### src/rtl/rpn_stack_ctrl_if.sv
// rtl/rpn_stack_ctrl_if.sv - token, stack and result signals of the RPN stack controller
interface rpn_stack_ctrl_if #(
  parameter int W = 4
);
  logic         tok_valid;
  logic         tok_ready;
  logic         tok_op;
  logic [W-1:0] tok_val;
  logic [W-1:0] stk_data;
  logic         stk_push;
  logic         stk_pop;
  logic [W-1:0] stk_q;
  logic         stk_full;
  logic         stk_empty;
  logic [W-1:0] res;
  logic         res_valid;
  logic         err;
  logic [1:0]   err_code;

  // Controller side: drives the stack and reports results
  modport master (
    input  tok_valid, tok_op, tok_val, stk_q, stk_full, stk_empty,
    output tok_ready, stk_data, stk_push, stk_pop, res, res_valid, err, err_code
  );

  // Environment side: token source, stack instance and result consumer
  modport slave (
    output tok_valid, tok_op, tok_val, stk_q, stk_full, stk_empty,
    input  tok_ready, stk_data, stk_push, stk_pop, res, res_valid, err, err_code
  );
endinterface

### src/rtl/rpn_stack_ctrl.sv
// rtl/rpn_stack_ctrl.sv - RPN evaluator driving an external push/pop LIFO
module rpn_stack_ctrl #(
  parameter int W     = 4,
  parameter int DEPTH = 8
) (
  input  logic               clk,
  input  logic               rstN,
  rpn_stack_ctrl_if.master   bus
);
  localparam int DW = $clog2(DEPTH + 1);
  localparam logic [DW-1:0] DEPTH_C = DW'(DEPTH);

  localparam logic [2:0] S_IDLE     = 3'd0;
  localparam logic [2:0] S_PUSH_LIT = 3'd1;
  localparam logic [2:0] S_POP_B    = 3'd2;
  localparam logic [2:0] S_POP_A    = 3'd3;
  localparam logic [2:0] S_CAP_A    = 3'd4;
  localparam logic [2:0] S_PUSH_RES = 3'd5;
  localparam logic [2:0] S_ERR      = 3'd6;

  localparam logic [1:0] E_UNDER = 2'b01;
  localparam logic [1:0] E_OVER  = 2'b10;
  localparam logic [1:0] E_OPC   = 2'b11;

  logic [2:0]    state;
  logic [DW-1:0] depth;
  logic [2:0]    opc;
  logic [W-1:0]  b_reg;

  // a = deeper operand, b = former top; arithmetic wraps mod 2^W
  function automatic logic [W-1:0] alu(input logic [2:0] op,
                                       input logic [W-1:0] a,
                                       input logic [W-1:0] b);
    case (op)
      3'd0:    return a + b;
      3'd1:    return a - b;
      3'd2:    return a & b;
      3'd3:    return a | b;
      default: return a ^ b;
    endcase
  endfunction

  // Sequencer: every output is registered and set on the edge entering its state.
  // Operand a is consumed straight from stk_q on the CAP_A edge so the result is
  // already on stk_data/res during PUSH_RES.
  always_ff @(posedge clk or negedge rstN) begin
    if (!rstN) begin
      state         <= S_IDLE;
      depth         <= '0;
      opc           <= '0;
      b_reg         <= '0;
      bus.tok_ready <= 1'b0;
      bus.stk_data  <= '0;
      bus.stk_push  <= 1'b0;
      bus.stk_pop   <= 1'b0;
      bus.res       <= '0;
      bus.res_valid <= 1'b0;
      bus.err       <= 1'b0;
      bus.err_code  <= 2'b00;
    end else begin
      case (state)
        S_IDLE: begin
          bus.tok_ready <= 1'b1;
          if (bus.tok_valid && bus.tok_ready) begin
            bus.tok_ready <= 1'b0;
            if (!bus.tok_op) begin
              if (depth == DEPTH_C || bus.stk_full) begin
                state        <= S_ERR;
                bus.err      <= 1'b1;
                bus.err_code <= E_OVER;
              end else begin
                state        <= S_PUSH_LIT;
                bus.stk_push <= 1'b1;
                bus.stk_data <= bus.tok_val;
                depth        <= depth + 1'b1;
              end
            end else if (bus.tok_val > W'(4)) begin
              state        <= S_ERR;
              bus.err      <= 1'b1;
              bus.err_code <= E_OPC;
            end else if (depth < DW'(2) || bus.stk_empty) begin
              state        <= S_ERR;
              bus.err      <= 1'b1;
              bus.err_code <= E_UNDER;
            end else begin
              state       <= S_POP_B;
              opc         <= bus.tok_val[2:0];
              bus.stk_pop <= 1'b1;
            end
          end
        end
        S_PUSH_LIT: begin
          bus.stk_push  <= 1'b0;
          bus.tok_ready <= 1'b1;
          state         <= S_IDLE;
        end
        S_POP_B: begin
          if (depth != '0) depth <= depth - 1'b1;
          state <= S_POP_A;
        end
        S_POP_A: begin
          b_reg       <= bus.stk_q;
          bus.stk_pop <= 1'b0;
          if (depth != '0) depth <= depth - 1'b1;
          state <= S_CAP_A;
        end
        S_CAP_A: begin
          bus.stk_push  <= 1'b1;
          bus.stk_data  <= alu(opc, bus.stk_q, b_reg);
          bus.res       <= alu(opc, bus.stk_q, b_reg);
          bus.res_valid <= 1'b1;
          if (depth != DEPTH_C) depth <= depth + 1'b1;
          state <= S_PUSH_RES;
        end
        S_PUSH_RES: begin
          bus.stk_push  <= 1'b0;
          bus.res_valid <= 1'b0;
          bus.tok_ready <= 1'b1;
          state         <= S_IDLE;
        end
        S_ERR: begin
          bus.tok_ready <= 1'b0;
          bus.stk_push  <= 1'b0;
          bus.stk_pop   <= 1'b0;
          bus.res_valid <= 1'b0;
          bus.err       <= 1'b1;
        end
        default: begin
          state <= S_IDLE;
        end
      endcase
    end
  end
endmodule

### src/flat_wrapper.sv
// flat-port wrapper written by rule: the top's interface ports become plain ports
module rpn_stack_ctrl_flat 
#(
  parameter int W     = 4,
  parameter int DEPTH = 8
)
  (clk, rstN, bus_tok_valid, bus_tok_op, bus_tok_val, bus_stk_q, bus_stk_full, bus_stk_empty, bus_tok_ready, bus_stk_data, bus_stk_push, bus_stk_pop, bus_res, bus_res_valid, bus_err, bus_err_code);
  rpn_stack_ctrl_if #(.W(W)) bus_i ();
  input  logic clk;
  input  logic rstN;
  input wire logic [$bits(bus_i.tok_valid)-1:0] bus_tok_valid;
  input wire logic [$bits(bus_i.tok_op)-1:0] bus_tok_op;
  input wire logic [$bits(bus_i.tok_val)-1:0] bus_tok_val;
  input wire logic [$bits(bus_i.stk_q)-1:0] bus_stk_q;
  input wire logic [$bits(bus_i.stk_full)-1:0] bus_stk_full;
  input wire logic [$bits(bus_i.stk_empty)-1:0] bus_stk_empty;
  output wire logic [$bits(bus_i.tok_ready)-1:0] bus_tok_ready;
  output wire logic [$bits(bus_i.stk_data)-1:0] bus_stk_data;
  output wire logic [$bits(bus_i.stk_push)-1:0] bus_stk_push;
  output wire logic [$bits(bus_i.stk_pop)-1:0] bus_stk_pop;
  output wire logic [$bits(bus_i.res)-1:0] bus_res;
  output wire logic [$bits(bus_i.res_valid)-1:0] bus_res_valid;
  output wire logic [$bits(bus_i.err)-1:0] bus_err;
  output wire logic [$bits(bus_i.err_code)-1:0] bus_err_code;
  assign bus_i.tok_valid = bus_tok_valid;
  assign bus_i.tok_op = bus_tok_op;
  assign bus_i.tok_val = bus_tok_val;
  assign bus_i.stk_q = bus_stk_q;
  assign bus_i.stk_full = bus_stk_full;
  assign bus_i.stk_empty = bus_stk_empty;
  assign bus_tok_ready = bus_i.tok_ready;
  assign bus_stk_data = bus_i.stk_data;
  assign bus_stk_push = bus_i.stk_push;
  assign bus_stk_pop = bus_i.stk_pop;
  assign bus_res = bus_i.res;
  assign bus_res_valid = bus_i.res_valid;
  assign bus_err = bus_i.err;
  assign bus_err_code = bus_i.err_code;
  rpn_stack_ctrl #(.W(W), .DEPTH(DEPTH)) u_core (.clk(clk), .rstN(rstN), .bus(bus_i));
endmodule
### config.mk
export PLATFORM = sky130hd
export DESIGN_NAME = rpn_stack_ctrl_flat
export DESIGN_NICKNAME = d
export VERILOG_FILES = /design/src/rtl/rpn_stack_ctrl_if.sv /design/src/rtl/rpn_stack_ctrl.sv /design/src/flat_wrapper.sv
export SDC_FILE = /design/constraint.sdc
export NUM_CORES = 1
export LEC_CHECK = 0
export ABC_AREA = 1
export ABC_CLOCK_PERIOD_IN_PS = 2350
export CAP_MARGIN = 40
export CORE_ASPECT_RATIO = 0.6
export CORE_MARGIN = 2
export CORE_UTILIZATION = 56
export CTS_BUF_LIST = sky130_fd_sc_hd__clkbuf_4
export DETAILED_ROUTE_END_ITERATION = 6
export HOLD_SLACK_MARGIN = 0.06
export PLACE_DENSITY = 0.9
export SLEW_MARGIN = 10
export SYNTH_ARGS = -nofsm -noshare
export SYNTH_HDL_FRONTEND = slang
export SYNTH_SLANG_ARGS = --single-unit
### constraint.sdc
create_clock -name clk -period 2.35 [get_ports clk]
set_input_delay 0.3525 -clock clk [delete_from_list [all_inputs] [get_ports clk]]
set_output_delay 0.3525 -clock clk [all_outputs]
set_load 0.02 [all_outputs]
==> results of run 1 <==
## critical path, delay by kind of cell, from the launching register on
kind | cells | cell delay [ns]
compound gates | 2 | 0.29
xor+xnor | 1 | 0.16
fa+ha+maj | 2 | 0.48
buf+inv | 2 | 0.16
flops | 1 | 0.40
simple gates | 7 | 0.57
## repair_timing
action	CTS	global route
setup endpoints to repair	0	4
endpoints found under the hold margin	0	0
gates resized for setup	0	4
## power by group through the flow
stage / logic, mW / clock network (mW) / registers, mW
after floorplan: 1.35 / 0 / 1.05
after global placement: 2.03 / 0 / 0.946
after detailed placement: 2.10 / 0 / 0.950
after CTS: 2.12 / 0.412 / 0.942
after global routing: 2.45 / 0.441 / 0.977
final: 2.16 / 0.415 / 0.944
## synth_stat cells, types with 2 or more instances
master / count
nand3_1: 10
nor2_2: 3
dfrtp_1: 29
o21ai_1: 5
nor3_4: 2
a21oi_1: 9
fa_1: 2
nor3_1: 5
inv_2: 5
nand2_2: 3
nor2_1: 15
xnor2_1: 2
o21ai_0: 13
ha_1: 14
nand2_4: 2
nand2_1: 73
inv_1: 34
nor2_4: 2
xor2_1: 4
## cell type report
cell class | instances | area share, %
repair buffers | 30 | 12.8
clock inverters | 3 | 1.79
inverters | 39 | 6.34
multi-input cells | 172 | 43.6
clock buffers | 5 | 1.63
flip-flops and latches | 29 | 31.4
well taps | 45 | 2.44
## kinds of logic after synthesis
family / after synthesis / share of synthesized area [%]
AO/OA/AOI/OAI: 34 / 10.1
flip-flops: 29 / 38.8
XOR/XNOR: 6 / 2.81
adder cells (fa/ha/maj): 16 / 11.5
AND/OR/NAND/NOR: 116 / 28.9
buffers and inverters: 39 / 7.83
## stage by stage
step	std cells	instance area (um2)	utilization (%)	hold WS [ns]
floorplan	240	1870	-	0.0569
global placement	315	2220	68.9	0.463
detailed placement	315	2220	68.9	0.473
CTS	323	2300	71.4	0.404
global route	323	2310	71.7	0.420
finish	323	2310	71.7	0.384
## how the worst min path moves through the flow
stage / from / endpoint / slack [ns] / cells past startpoint
after floorplan: rstN / u_core.b_reg[0]$_DFFE_PN0P_ / 0.06 / 0
after global placement: u_core.bus.err$_DFFE_PN0P_ / u_core.bus.err$_DFFE_PN0P_ / 0.46 / 1
final: rstN / u_core.bus.stk_data[2]$_DFFE_PN0P_ / 0.38 / 2
after CTS: rstN / u_core.bus.stk_data[2]$_DFFE_PN0P_ / 0.40 / 2
after detailed placement: u_core.bus.stk_push$_DFFE_PN0P_ / u_core.bus.stk_push$_DFFE_PN0P_ / 0.47 / 2
after global routing: rstN / u_core.bus.stk_data[2]$_DFFE_PN0P_ / 0.42 / 2
## layer usage
metal	global-route usage [%]	wire, um
met4	4.39	9
met3	9.89	394
met2	34.5	1650
met5	0	0
met1	38.0	2180
==> results.cfg, run 1 <==
[timing]
skew_ns = 0.0181
finalHoldViolCount = 0
max_freq_mhz = 474
period_share_pct = 89.7
rsz0062_at_grt = no
fin_ws_ns = 0.242
min_period_ns = 2.11
worst_slew_pin_slew_ns = 0.458
setup_tns_ns = 0
setup-violations-final = 0
max_slew_margin_pct = 69.4
maxSlewViolCount = 0

[synthesis]
synth_warnings = 0
synthTopCellsByArea = dfrtp_1 39%, nand2_1 15%, ha_1 9.4%
ys_seq_area_share_pct = 38.8
synthArstFlopShare_pct = 100
synth_cell_type_count = 27
synth_top_area_cell = dfrtp_1
postSynthCellCount = 240
ys_ff_latch = 29
yosysTopAreaCellShare_pct = 38.8
synth-edff-count = 0
synthFlopType = dfrtp_1
synth_area_um2 = 1870
synth_area_per_cell_um2 = 7.79
mappedNetlistNets = 270

[worst_setup_path]
cp.required_ns = 2.62
critical_path_peak_fanout = 4
r2r-start = u_core.b_reg[1]$_DFFE_PN0P_
critPathArrivalTime_ns = 2.38
crit_path_cell_trace = inv_1 > ha_1 > a21oi_1 > xor2_1 > ha_1 > nand2_1 > nand2_1 > nor2_2 > inv_1 > nand2_1 > nand3_1 > nand2_1 > nand2_1 > a21oi_2
crit_slowest_cell = dfrtp_1
ff2ff_setup_slack_ns = 0.24
r2r_cells = 14
max_stage_delay_ns = 0.40
cp-startpoint = u_core.b_reg[1]$_DFFE_PN0P_
cp-start-kind = register
r2r-end = u_core.bus.stk_data[3]$_DFFE_PN0P_
crit_type = reg -> reg
cpMostUsedCell = nand2_1
crit_path_end_kind = register
cp-endpoint = u_core.bus.stk_data[3]$_DFFE_PN0P_

[detailed_routing]
drc = 0
drtIter0Drc = 95
routedWlPerCell_um = 13.1
ant_nets = 0
drt-total-wl_um = 4240
firstDrtPassIters = 4
vias_per_cell = 5.11
vias = 1652

[run_status]
status = complete, no violations

[power]
swShare_pct = 48.6
ir_worst_vdd_mv = 0.819
p_leak_nw = 1.22
p_sw_mw = 1.71
p_total_mw = 3.52
p_comb_share_pct = 61.4
power.share.clock_pct = 11.8
intPower_mw = 1.81
p_per_area_nw_per_um2 = 1530
seqPwrFrac_pct = 26.8

[die]
initial_utilization_pct = 58.0
boundaryPins = 29
core_area_um2 = 3220
row_count = 16
fp.dieH_um = 48.8
dieArea_um2 = 3830
die_x_um = 78.6

[place]
post-place-ws_ns = 0.0493
gp_congestion = 0.950
placement.io_buffers = 28
place_hpwl_um = 3310

[clock_network]
clk_latency_ns = 0.34
root_buffer = clkbuf_4
cts_num_sinks = 29
cts_inserted_buffers = 5
clk_pin_slew_ns = 0.11
cts_tree = done
cts.repair_timing.setup_buffer_count = 0
ctsHoldBuffers = 0
clockBufferDepth = 2
htree_levels = 2

[min_path]
hold_path.class = in -> async

[global_route]
track_usage_pct = 25.1
antenna_found_initial = 0
grt_pass1_vias = 1551
grt_overflow = 0
grt_pass1_wl_um = 7290
grt_max_degree = 30

[final_layout]
synthToLayoutAreaGrowth_pct = 23.6
layout-drive-gt1-share_pct = 11.2
final_common_cell = nand2_1
fill_cells = 253
multi_input_area_um2 = 1010
seq_area_um2 = 726
nNetsFinal = 307
insertedDiodeCount = 0
mostFrequentLayoutCells = 73 x nand2_1, 34 x inv_1, 29 x dfrtp_1, 28 x clkdlybuf4s50_1

[job]
maxCapViolCount = 0
Power figures use the tool's default switching activity.
==> inputs of run 2 (changes only) <==
--- a/config.mk
+++ b/config.mk
@@ -6,15 +6,16 @@
 export NUM_CORES = 1
 export LEC_CHECK = 0
 export ABC_AREA = 1
-export ABC_CLOCK_PERIOD_IN_PS = 2350
+export ABC_CLOCK_PERIOD_IN_PS = 1700
 export CAP_MARGIN = 40
 export CORE_ASPECT_RATIO = 0.6
 export CORE_MARGIN = 2
-export CORE_UTILIZATION = 56
+export CORE_UTILIZATION = 50
 export CTS_BUF_LIST = sky130_fd_sc_hd__clkbuf_4
 export DETAILED_ROUTE_END_ITERATION = 6
 export HOLD_SLACK_MARGIN = 0.06
-export PLACE_DENSITY = 0.9
+export PLACE_DENSITY = 0.85
+export SKIP_LAST_GASP = 1
 export SLEW_MARGIN = 10
 export SYNTH_ARGS = -nofsm -noshare
 export SYNTH_HDL_FRONTEND = slang
==> constraint.sdc (replaced) <==
create_clock -name clk -period 1.7 [get_ports clk]
set_input_delay 0.255 -clock clk [delete_from_list [all_inputs] [get_ports clk]]
set_output_delay 0.255 -clock clk [all_outputs]
set_load 0.02 [all_outputs]
==> results.cfg, run 2 (synthesized netlist as in run 1, its figures left out) <==
[clock_network]
cts_inserted_buffers = 5
cts_num_sinks = 29
root_buffer = clkbuf_4
htree_levels = 2
clk_latency_ns = 0.35
cts_tree = done
clk_pin_slew_ns = 0.10
clockBufferDepth = 2

[power]
ir_worst_vdd_mv = 1.09
p_leak_nw = 1.35
p_total_mw = 5.31
p_per_area_nw_per_um2 = 2110

[worst_setup_path]
crit_path_end_kind = register
cpMostUsedCell = nand2_1
crit_type = reg -> reg
critPathArrivalTime_ns = 2.29
critical_path_peak_fanout = 3
cp-startpoint = u_core.b_reg[0]$_DFFE_PN0P_
crit_path_cell_trace = inv_2 > ha_4 > a21oi_2 > xor2_1 > ha_1 > nand2_1 > nand2_1 > nor2_2 > inv_1 > nand2_1 > nand3_2 > nand2_1 > nand2_1 > a21oi_1
crit_slowest_cell = dfrtp_1
max_stage_delay_ns = 0.40
r2r-start = u_core.b_reg[0]$_DFFE_PN0P_
crit_buf_inv = 2
ff2ff_setup_slack_ns = -0.31
cp-start-kind = register
cp.required_ns = 1.98
path_delay_family = simple AND/OR/NAND/NOR gates

[timing]
max_slew_margin_pct = 71.9
max_freq_mhz = 497
skew_ns = 0.0120
rsz0062_at_grt = yes
maxSlewViolCount = 0
period_share_pct = 118
setup-violations-final = 6
worst_slew_pin_slew_ns = 0.421
finalHoldViolCount = 0
min_period_ns = 2.01
fin_ws_ns = -0.312

[die]
initial_utilization_pct = 51.7
fp.dieH_um = 51.4
core_area_um2 = 3620
die_x_um = 82.9
dieArea_um2 = 4260
boundaryPins = 29
row_count = 17

[global_route]
grtUsageMet1_pct = 37.7
grt_pass1_wl_um = 7950
grt_max_degree = 30
grt_overflow = 0
grt_pass1_vias = 1637
antenna_found_initial = 0
track_usage_pct = 24.8
gr-usage-met3_pct = 7.27
met2_usage_pct = 33.6
grt.busiest_layer = met1

[final_layout]
final_common_cell = nand2_1
synthToLayoutAreaGrowth_pct = 34.3
layout-drive-gt1-share_pct = 21.2
nNetsFinal = 331
final_core_util_pct = 69.4
mostFrequentLayoutCells = 71 x nand2_1, 32 x inv_1, 29 x dfrtp_1, 28 x clkdlybuf4s50_1, 26 x buf_4
fin_cells = 349
fill_cells = 285
insertedDiodeCount = 0

[job]
maxCapViolCount = 0

[run_status]
violations = negative setup slack
status = finished, violations left

[detailed_routing]
vias = 1779
firstDrtPassIters = 4
ant_nets = 0
vias_per_cell = 5.10
drtIter0Drc = 166
drc = 0
routedWlPerCell_um = 13.5
drt-total-wl_um = 4710

[min_path]
hold_path.class = in -> async

[place]
place_hpwl_um = 3640
gp_congestion = 0.824
dp.cells = 339
placement.io_buffers = 28
[run 2: final cells by class]
cell class                      instances  area (um2)  area share [%]
Timing Repair Buffer                   54         475            18.9
Sequential cell                        29         726            28.9
Inverter                               39         146            5.83
Clock inverter                          2        10.0           0.399
Multi-Input combinational cell        172        1050            41.8
Tap cell                               47        58.8            2.34
Clock buffer                            6        45.0            1.79
[run 2: final timing paths]
kind	cells past startpoint	to
max reg2reg	14	u_core.bus.stk_data[3]$_DFFE_PN0P_
max in group asynchronous	2	u_core.state[0]$_DFFE_PN0P_
min	2	u_core.bus.err_code[0]$_DFFE_PN0P_
max	14	u_core.bus.stk_data[3]$_DFFE_PN0P_
min reg2reg	2	u_core.bus.stk_push$_DFFE_PN0P_
min in group clk	2	u_core.bus.stk_push$_DFFE_PN0P_
[run 2: per-layer routing]
| layer | vias to the layer above | wire (um) |
|---|---|---|
| met5 | - | 0 |
| met4 | 0 | 83 |
| met3 | 8 | 498 |
| met2 | 83 | 1820 |
| met1 | 807 | 2310 |
| li1 | 881 | - |
[run 2: stage by stage]
stage	worst slack (ns)	cell area, um2	TNS (ns)	hold slack (ns)
finish	-0.312	2510	-1.46	0.279
global route	-0.458	2510	-2.30	0.317
CTS	-0.258	2490	-1.21	0.287
detailed placement	-0.489	2420	-2.34	0.468
global placement	-0.414	2420	-1.81	0.462
floorplan	-0.122	1900	-0.332	-0.0406
[run 2: worst register-to-register path: stages (launching register included)]
cell     delay [ns]
dfrtp_1        0.40
inv_2          0.07
ha_4           0.15
a21oi_2        0.12
xor2_1         0.18
ha_1           0.29
nand2_1        0.07
nand2_1        0.06
nor2_2         0.13
inv_1          0.05
nand2_1        0.07
nand3_2        0.07
nand2_1        0.06
nand2_1        0.08
a21oi_1        0.13
[run 2: repair_timing]
| action | CTS | global route |
|---|---|---|
| endpoints found under the setup margin | 6 | 7 |
| hold buffers | 0 | 0 |
| pin swaps | 7 | 1 |
| buffers inserted | 1 | 1 |
| resized for setup | 2 | 4 |
[run 2: report_power, final]
group / internal (mW) / switching [mW] / leakage (nW) / total [mW]
Clock: 0.173 / 0.260 / 0.0354 / 0.433
Sequential: 1.02 / 0.261 / 0.349 / 1.29
Combinational: 1.57 / 2.02 / 0.961 / 3.59
Total: 2.76 / 2.54 / 1.35 / 5.31
==> inputs of run 3 (changes only) <==
--- a/config.mk
+++ b/config.mk
@@ -15,6 +15,7 @@
 export DETAILED_ROUTE_END_ITERATION = 6
 export HOLD_SLACK_MARGIN = 0.06
 export PLACE_DENSITY = 0.85
+export RECOVER_POWER = 100
 export SKIP_LAST_GASP = 1
 export SLEW_MARGIN = 10
 export SYNTH_ARGS = -nofsm -noshare
==> results.cfg, run 3 (synthesized netlist as in run 1, its figures left out) <==
[final_layout]
synthToLayoutAreaGrowth_pct = 32.7
multi_input_area_um2 = 1030
final_core_util_pct = 68.6
mostFrequentLayoutCells = 71 x nand2_1, 32 x inv_1, 29 x dfrtp_1, 24 x buf_4, 23 x clkdlybuf4s50_1
fin_area_um2 = 2480
fin_cells = 349
final_common_cell = nand2_1
layout-drive-gt1-share_pct = 19.9
seq_area_um2 = 726
nNetsFinal = 331
fill_cells = 293
insertedDiodeCount = 0

[detailed_routing]
drc = 0
vias = 1777
firstDrtPassIters = 4
ant_nets = 0
drtIter0Drc = 142
vias_per_cell = 5.09
routedWlPerCell_um = 13.6
drt-total-wl_um = 4740

[place]
place_hpwl_um = 3640
post-place-ws_ns = -0.489
dp.cells = 339
dpl_cell_area_um2 = 2420
placement.io_buffers = 28
gp_congestion = 0.824

[worst_setup_path]
r2r-end = u_core.bus.stk_data[3]$_DFFE_PN0P_
r2r-start = u_core.b_reg[0]$_DFFE_PN0P_
ff2ff_setup_slack_ns = -0.32
cp-endpoint = u_core.bus.stk_data[3]$_DFFE_PN0P_
cp-start-kind = register
critPathArrivalTime_ns = 2.29
critical_path_peak_fanout = 3
cp-startpoint = u_core.b_reg[0]$_DFFE_PN0P_
crit_path_end_kind = register
crit_type = reg -> reg
cp.required_ns = 1.97
r2r_cells = 14

[run_status]
status = finished, violations left
violations = negative setup slack

[timing]
min_period_ns = 2.02
period_share_pct = 119
maxSlewViolCount = 0
skew_ns = 0.0139
rsz0062_at_grt = yes
fin_ws_ns = -0.319
finalHoldViolCount = 0
setup_tns_ns = -2.55
setup-violations-final = 15
fin_hold_ws_ns = 0.475
max_slew_margin_pct = 50.9
max_freq_mhz = 495
worst_slew_pin_slew_ns = 0.737

[die]
row_count = 17
initial_utilization_pct = 51.7
core_area_um2 = 3620
boundaryPins = 29
dieArea_um2 = 4260
fp.dieH_um = 51.4
die_x_um = 82.9

[global_route]
grt_pass1_vias = 1637
track_usage_pct = 24.8
grt_pass1_wl_um = 7950
antenna_found_initial = 0
grt_max_degree = 30
grt_overflow = 0

[clock_network]
htree_levels = 2
ctsHoldBuffers = 0
cts_inserted_buffers = 5
clk_pin_slew_ns = 0.10
root_buffer = clkbuf_4
clk_latency_ns = 0.35
clockBufferDepth = 2
cts_num_sinks = 29
cts_tree = done

[power]
p_total_mw = 5.24
p_per_area_nw_per_um2 = 2110
p_leak_nw = 1.32
ir_worst_vdd_mv = 1.08

[job]
maxCapViolCount = 0

[min_path]
hold_path.class = reg -> reg
[run 3: changes by cell type in the layout (fill, tap and decap cells not counted), sizes merged]
| cell | previous run | this run |
|---|---|---|
| clkdlybuf4s50 | 28 | 23 |
| dlygate4sd3 | 0 | 5 |
| buf | 26 | 24 |
| clkbuf | 6 | 8 |
| clkinv | 2 | 3 |
| inv | 39 | 38 |
[run 3: repair_timing]
action / 4_1_cts / 5_1_grt
cloned: 0 / 0
pin swaps: 7 / 1
gates resized for setup: 2 / 4
setup buffers: 1 / 1
endpoints found under the setup margin: 6 / 7
[run 3: worst min-delay path by stage]
| stage | slack, ns | startpoint | endpoint | cells past startpoint |
|---|---|---|---|---|
| floorplan | -0.04 | rstN | u_core.b_reg[0]$_DFFE_PN0P_ | 0 |
| global placement | 0.46 | u_core.bus.err$_DFFE_PN0P_ | u_core.bus.err$_DFFE_PN0P_ | 1 |
| detailed placement | 0.47 | u_core.bus.stk_push$_DFFE_PN0P_ | u_core.bus.stk_push$_DFFE_PN0P_ | 2 |
| CTS | 0.29 | rstN | u_core.bus.res[2]$_DFFE_PN0P_ | 2 |
| global route | 0.51 | u_core.bus.res[3]$_DFFE_PN0P_ | u_core.bus.res[3]$_DFFE_PN0P_ | 2 |
| finish | 0.47 | u_core.bus.stk_push$_DFFE_PN0P_ | u_core.bus.stk_push$_DFFE_PN0P_ | 2 |
[run 3: cell type report]
type / count / area share (%)
sequential: 29 / 29.2
clock buffer: 6 / 1.82
timing repair buffer: 54 / 18.9
inverter: 39 / 5.90
multi-input combinational: 172 / 41.4
clock inverter: 2 / 0.403
tap: 47 / 2.37
[run 3: layer usage]
layer	up-vias	routed length [um]	track usage [%]
met1	813	2330	37.7
li1	883	-	-
met5	-	0	0
met4	0	65	7.65
met2	75	1860	33.6
met3	6	485	7.27
[run 3: power breakdown]
part	internal (mW)	switching (mW)	total (mW)
clock network	0.173	0.256	0.429
logic	1.53	2.00	3.53
registers	1.02	0.252	1.28
[run 3: critical path, stage by stage (launching register included)]
cell	delay, ns
dfrtp_1	0.40
inv_2	0.07
ha_4	0.15
a21oi_2	0.12
xor2_1	0.18
ha_1	0.29
nand2_1	0.07
nand2_1	0.06
nor2_2	0.13
inv_1	0.05
nand2_1	0.07
nand3_2	0.07
nand2_1	0.06
nand2_1	0.08
a21oi_1	0.13
==> RTL change 1 (config.mk and constraints of run 3) <==
`DEPTH` is set to 8 in 2 places; all go to 32.
--- a/src/rtl/rpn_stack_ctrl.sv
+++ b/src/rtl/rpn_stack_ctrl.sv
@@ -3,3 +3,3 @@
   parameter int W     = 4,
-  parameter int DEPTH = 8
+  parameter int DEPTH = 32
 ) (
--- a/src/flat_wrapper.sv
+++ b/src/flat_wrapper.sv
@@ -4,3 +4,3 @@
   parameter int W     = 4,
-  parameter int DEPTH = 8
+  parameter int DEPTH = 32
 )
Function: no difference found for any inputs over 10 cycles, from zero or initial values and one cycle with rstN low; that may be too few to reach the edited logic, so the function may still have changed.
==> RTL change 1 against run 3 <==
The flow still finishes with violations (negative setup slack); fmax rose by 4.2%; wire length rose by 16%; non-clock buffer count increased by 7; sequential cell count rose by 2; design area grew 11%; worst hold slack better by 24 ps; worst setup slack improved by 82 ps; area after synthesis rose by 8.8%; critical path type unchanged; largest cell class unchanged.
Power is left out: it rests on default switching activity, and per cell area and clock period it moved more than threefold.
==> RTL change 1: results (changes against run 3) <==
[outcome]
status = complete, but fails checks
violations = negative setup slack

[synth]
synthCells = 262  ; +9.2%
seq_area_frac_synth_pct = 38.1  ; -0.69 points
ys_top_cells_by_area = dfrtp_1 38%, nand2_1 15%, ha_1 9.8%, inv_1 5.0%, o21ai_0 3.4%
ys_types = 29  ; +7.4%

[global_route]
grt_max_degree = 32  ; +6.7%
grt_use_total_pct = 26.1  ; +1.3 points
grt_use_met1_pct = 39.0  ; +1.3 points
use_met2_pct = 35.8  ; +2.2 points
grt_pass1_wl_microns = 8920  ; +12%
grt_pass1_vias = 1846  ; +13%
grt_util_met3_pct = 7.49  ; +0.22 points

[setup_path]
crit_arrival_ps = 2180  ; -110 ps

[timing]
worstMarginPinSlew_ps = 772  ; +35.2 ps
setup_ws_ps = -237  ; +81.9 ps
setup_violations = 12  ; -3
finClkSkew_ps = 6.77  ; -7.10 ps

[placement]
gp_congestion = 0.947  ; +15%

[cells_and_area]
fillers = 292  ; -0.34%
drive_gt1_share_pct = 24.8  ; +5.0 points

[drt]
viasPerCell = 5.44  ; +6.8%
wirelength_microns = 5520  ; +16%
drt_iter0_drc = 166  ; +17%
dr.pass1.iters = 5  ; +1

[RTL change 1: area by class of cell]
cell class                 count  area [sq um]  share of cell area [%]
timing repair buffer          61           518                    18.7
sequential                    31           776                    28.1
inverter                      37           139                    5.02
clock inverter                 1          5.00                   0.181
tap                           47          58.8                    2.13
clock buffer                   7          52.6                    1.90
multi-input combinational    193          1210                    44.0
[RTL change 1: what timing repair did]
action / in CTS / in global routing
gates resized for setup: 8 / 11
pin swaps: 6 / 5
buffers inserted: 3 / 2
endpoints found under the setup margin: 8 / 21
[RTL change 1: per-stage QoR]
step	instance area (sq um)	setup TNS [ps]	setup WS (ps)	hold slack [ps]
after detailed placement	2610	-2250	-463	478
after CTS	2720	-1080	-195	328
after floorplan	2070	-440	-140	-40.6
after global routing	2760	-3740	-355	521
after global placement	2610	-1860	-425	460
final	2760	-1910	-237	499
[RTL change 1: worst max-delay path, delay by kind of cell, from the launching register on]
| kind | cells | cell delay (ps) |
|---|---|---|
| flip-flops | 1 | 400 |
| buffers and inverters | 2 | 210 |
| adder cells (fa/ha/maj) | 2 | 460 |
| AND/OR/NAND/NOR | 4 | 280 |
| AO/OA/AOI/OAI | 3 | 210 |
| XOR/XNOR | 2 | 290 |
[RTL change 1: final timing paths]
| kind | endpoint | startpoint | cells after the start | slack, ps |
|---|---|---|---|---|
| max in group asynchronous | u_core.bus.res_valid | rstN | 2 | 680 |
| worst max-delay path | u_core.bus.stk_data[2] | u_core.b_reg[0] | 13 | -240 |
| worst min-delay path | u_core.bus.res[0] | u_core.bus.res[0] | 2 | 500 |
| worst max register to register | u_core.bus.stk_data[2] | u_core.b_reg[0] | 13 | -240 |
| min in group asynchronous | u_core.bus.err | rstN | 2 | 520 |
| worst min register to register | u_core.bus.res[0] | u_core.bus.res[0] | 2 | 500 |
[RTL change 1: cells by family (layout without fill, tap and decap cells)]
family          count (synthesis)  after routing  synth area share, %
fa+ha+maj                      18             18                 11.8
compound gates                 45             45                 13.7
flops                          31             31                 38.1
buf+inv                        38            106                 7.38
xor+xnor                        8              8                 3.44
simple gates                  122            122                 25.5
[RTL change 1: per-layer routing]
layer | part of all wire, % | wire length, microns
met1 | 50 | 2740
met2 | 39 | 2160
met3 | 9.0 | 495
met4 | 2.4 | 130
met5 | 0 | 0
==> RTL change 2 (flow settings as in run 3) <==
Without the edit above. Make the reset (`rstN`) synchronous in one clocked block.
--- a/src/rtl/rpn_stack_ctrl.sv
+++ b/src/rtl/rpn_stack_ctrl.sv
@@ -45,3 +45,3 @@
   // already on stk_data/res during PUSH_RES.
-  always_ff @(posedge clk or negedge rstN) begin
+  always_ff @(posedge clk) begin
     if (!rstN) begin
Behaviour: differs if rstN is asserted again (counterexample within 4 cycles, from zero or initial values and one cycle with rstN low); with rstN held inactive, the same outputs for 10 cycles.
==> RTL change 2 against run 3 <==
The run still ends with negative setup slack left; non-clock buffer count grew 3; wire length up 9.2%; power is 35% lower; design area up 2.5%; sequential cell count did not move; first-iteration DRC count decreased by 5.6%; worst hold slack got worse by 21 ps; clock skew down 6.3 ps; sequential power is 25% lower; area after synthesis down 3.1%; worst setup slack improved by 120 ps; critical path type unchanged; largest power group unchanged.
==> RTL change 2: results (changes against run 3) <==
[outcome]
status = complete, but fails checks
violations = negative setup slack

[synth]
ys_top_cells_by_area = dfxtp_1 32%, nand2_1 13%, ha_1 9.7%, a21oi_1 8.8%, inv_1 7.3%
synthesis.nets = 279  ; +3.3%
async_flop_share_pct = 0  ; -100 points
ys_types = 32  ; +19%
synth_common_cells = 61 x nand2_1, 35 x inv_1, 32 x a21oi_1, 29 x dfxtp_1
seq_area_frac_synth_pct = 32.0  ; -6.8 points

[cells_and_area]
nets = 340  ; +2.7%
drive_gt1_share_pct = 27.3  ; +7.5 points
antenna_cells = 0  ; unchanged

[timing]
finClkSkew_ps = 7.59  ; -6.27 ps
tns_ps = -751  ; +1800 ps
setup_violations = 6  ; -9
slew_headroom_pct = 67.9  ; +17 points
setup_ws_ps = -195  ; +124 ps

[global_route]
grt_use_total_pct = 27.5  ; +2.6 points
grt_pass1_vias = 1781  ; +8.8%
grt_pass1_wl_microns = 8360  ; +5.1%
grt_max_degree = 14  ; -53%

[power_and_ir_drop]
switching_share_pct = 47.2  ; -0.80 points
vdd_drop_max_mv = 0.879  ; -19%
leakage_nw = 1.15  ; -13%

[drt]
drt_iter0_drc = 134  ; -5.6%
dr.pass1.iters = 4  ; unchanged
vias = 1890  ; +6.4%
wl_per_cell_microns = 14.6  ; +7.1%

[min_path]
min-delay-start = u_core.bus.err
hold_class = reg2reg

[setup_path]
worstPathMaxFanout = 2  ; -1
cpPeakStageDelay_ps = 350  ; -50 ps
worst_path_max_delay_cell = dfxtp_2
crit_arrival_ps = 2180  ; -110 ps
crit_start = u_core.b_reg[0]

[placement]
io_buffer_count = 28  ; unchanged
gp_congestion = 0.937  ; +14%
dpl_worst_slack_ps = -290  ; +199 ps
hpwl_microns = 3680  ; +1.3%

[cts]
cts_inserted_buffers = 5  ; unchanged
clock-root-buffer = clkbuf_4

==> RTL change 2: metrics by stage <==
step	total power [mW]	std cells	instance area, sq um
floorplan	2.23	249	1850
global placement	2.78	344	2360
detailed placement	2.83	344	2360
CTS	3.32	353	2480
global route	3.67	356	2540
finish	3.43	356	2540
==> RTL change 2: path summary, 6_finish.rpt <==
| path | slack [ps] | to | cells past startpoint |
|---|---|---|---|
| max | -190 | u_core.bus.stk_data[3] | 15 |
| min reg2reg | 450 | u_core.bus.err | 2 |
| min | 450 | u_core.bus.err | 2 |
| max reg2reg | -190 | u_core.bus.stk_data[3] | 15 |
==> RTL change 2: area by class of cell <==
type / count / area (sq um)
Multi-Input combinational cell: 179 / 1200
Timing Repair Buffer: 57 / 498
Clock inverter: 2 / 10.0
Inverter: 38 / 143
Fill cell: 257 / 821
Tap cell: 45 / 56.3
Clock buffer: 6 / 45.0
Sequential cell: 29 / 586
==> RTL change 2: cell families after synthesis <==
group,synth area share (%)
adders and majority gates,11.9
DFF,32.0
buffers and inverters,8.70
AOI/OAI and AO/OA,17.2
and+or+nand+nor,27.8
xor gates and xnor gates,2.42
==> RTL change 2: layer usage <==
layer | track usage, % | up-vias | part of all wire [%]
met5 | 0 | - | 0
met4 | 11.1 | 0 | 2.9
met3 | 8.63 | 18 | 8.0
met2 | 38.7 | 81 | 41
met1 | 38.7 | 859 | 48
li1 | - | 932 | -
==> RTL change 2: power groups by stage <==
stage | sequential [mW] | combinational [mW] | clock, mW
after floorplan | 1.09 | 1.14 | 0
after global placement | 0.971 | 1.81 | 0
after detailed placement | 0.972 | 1.85 | 0
after CTS | 0.959 | 1.93 | 0.434
after global routing | 0.984 | 2.22 | 0.463
final | 0.964 | 2.03 | 0.433
==> RTL change 2: critical path, delay by kind of cell, from the launching register on <==
kind / cells / cell delay, ps
simple gates: 8 / 580
compound gates: 2 / 210
buf+inv: 3 / 140
fa+ha+maj: 2 / 540
flops: 1 / 350
==> RTL change 2: repair_timing <==
action	4_1_cts	5_1_grt
pin swaps	12	7
setup endpoints to repair	6	7
gates resized for setup	13	6
setup buffers	2	3
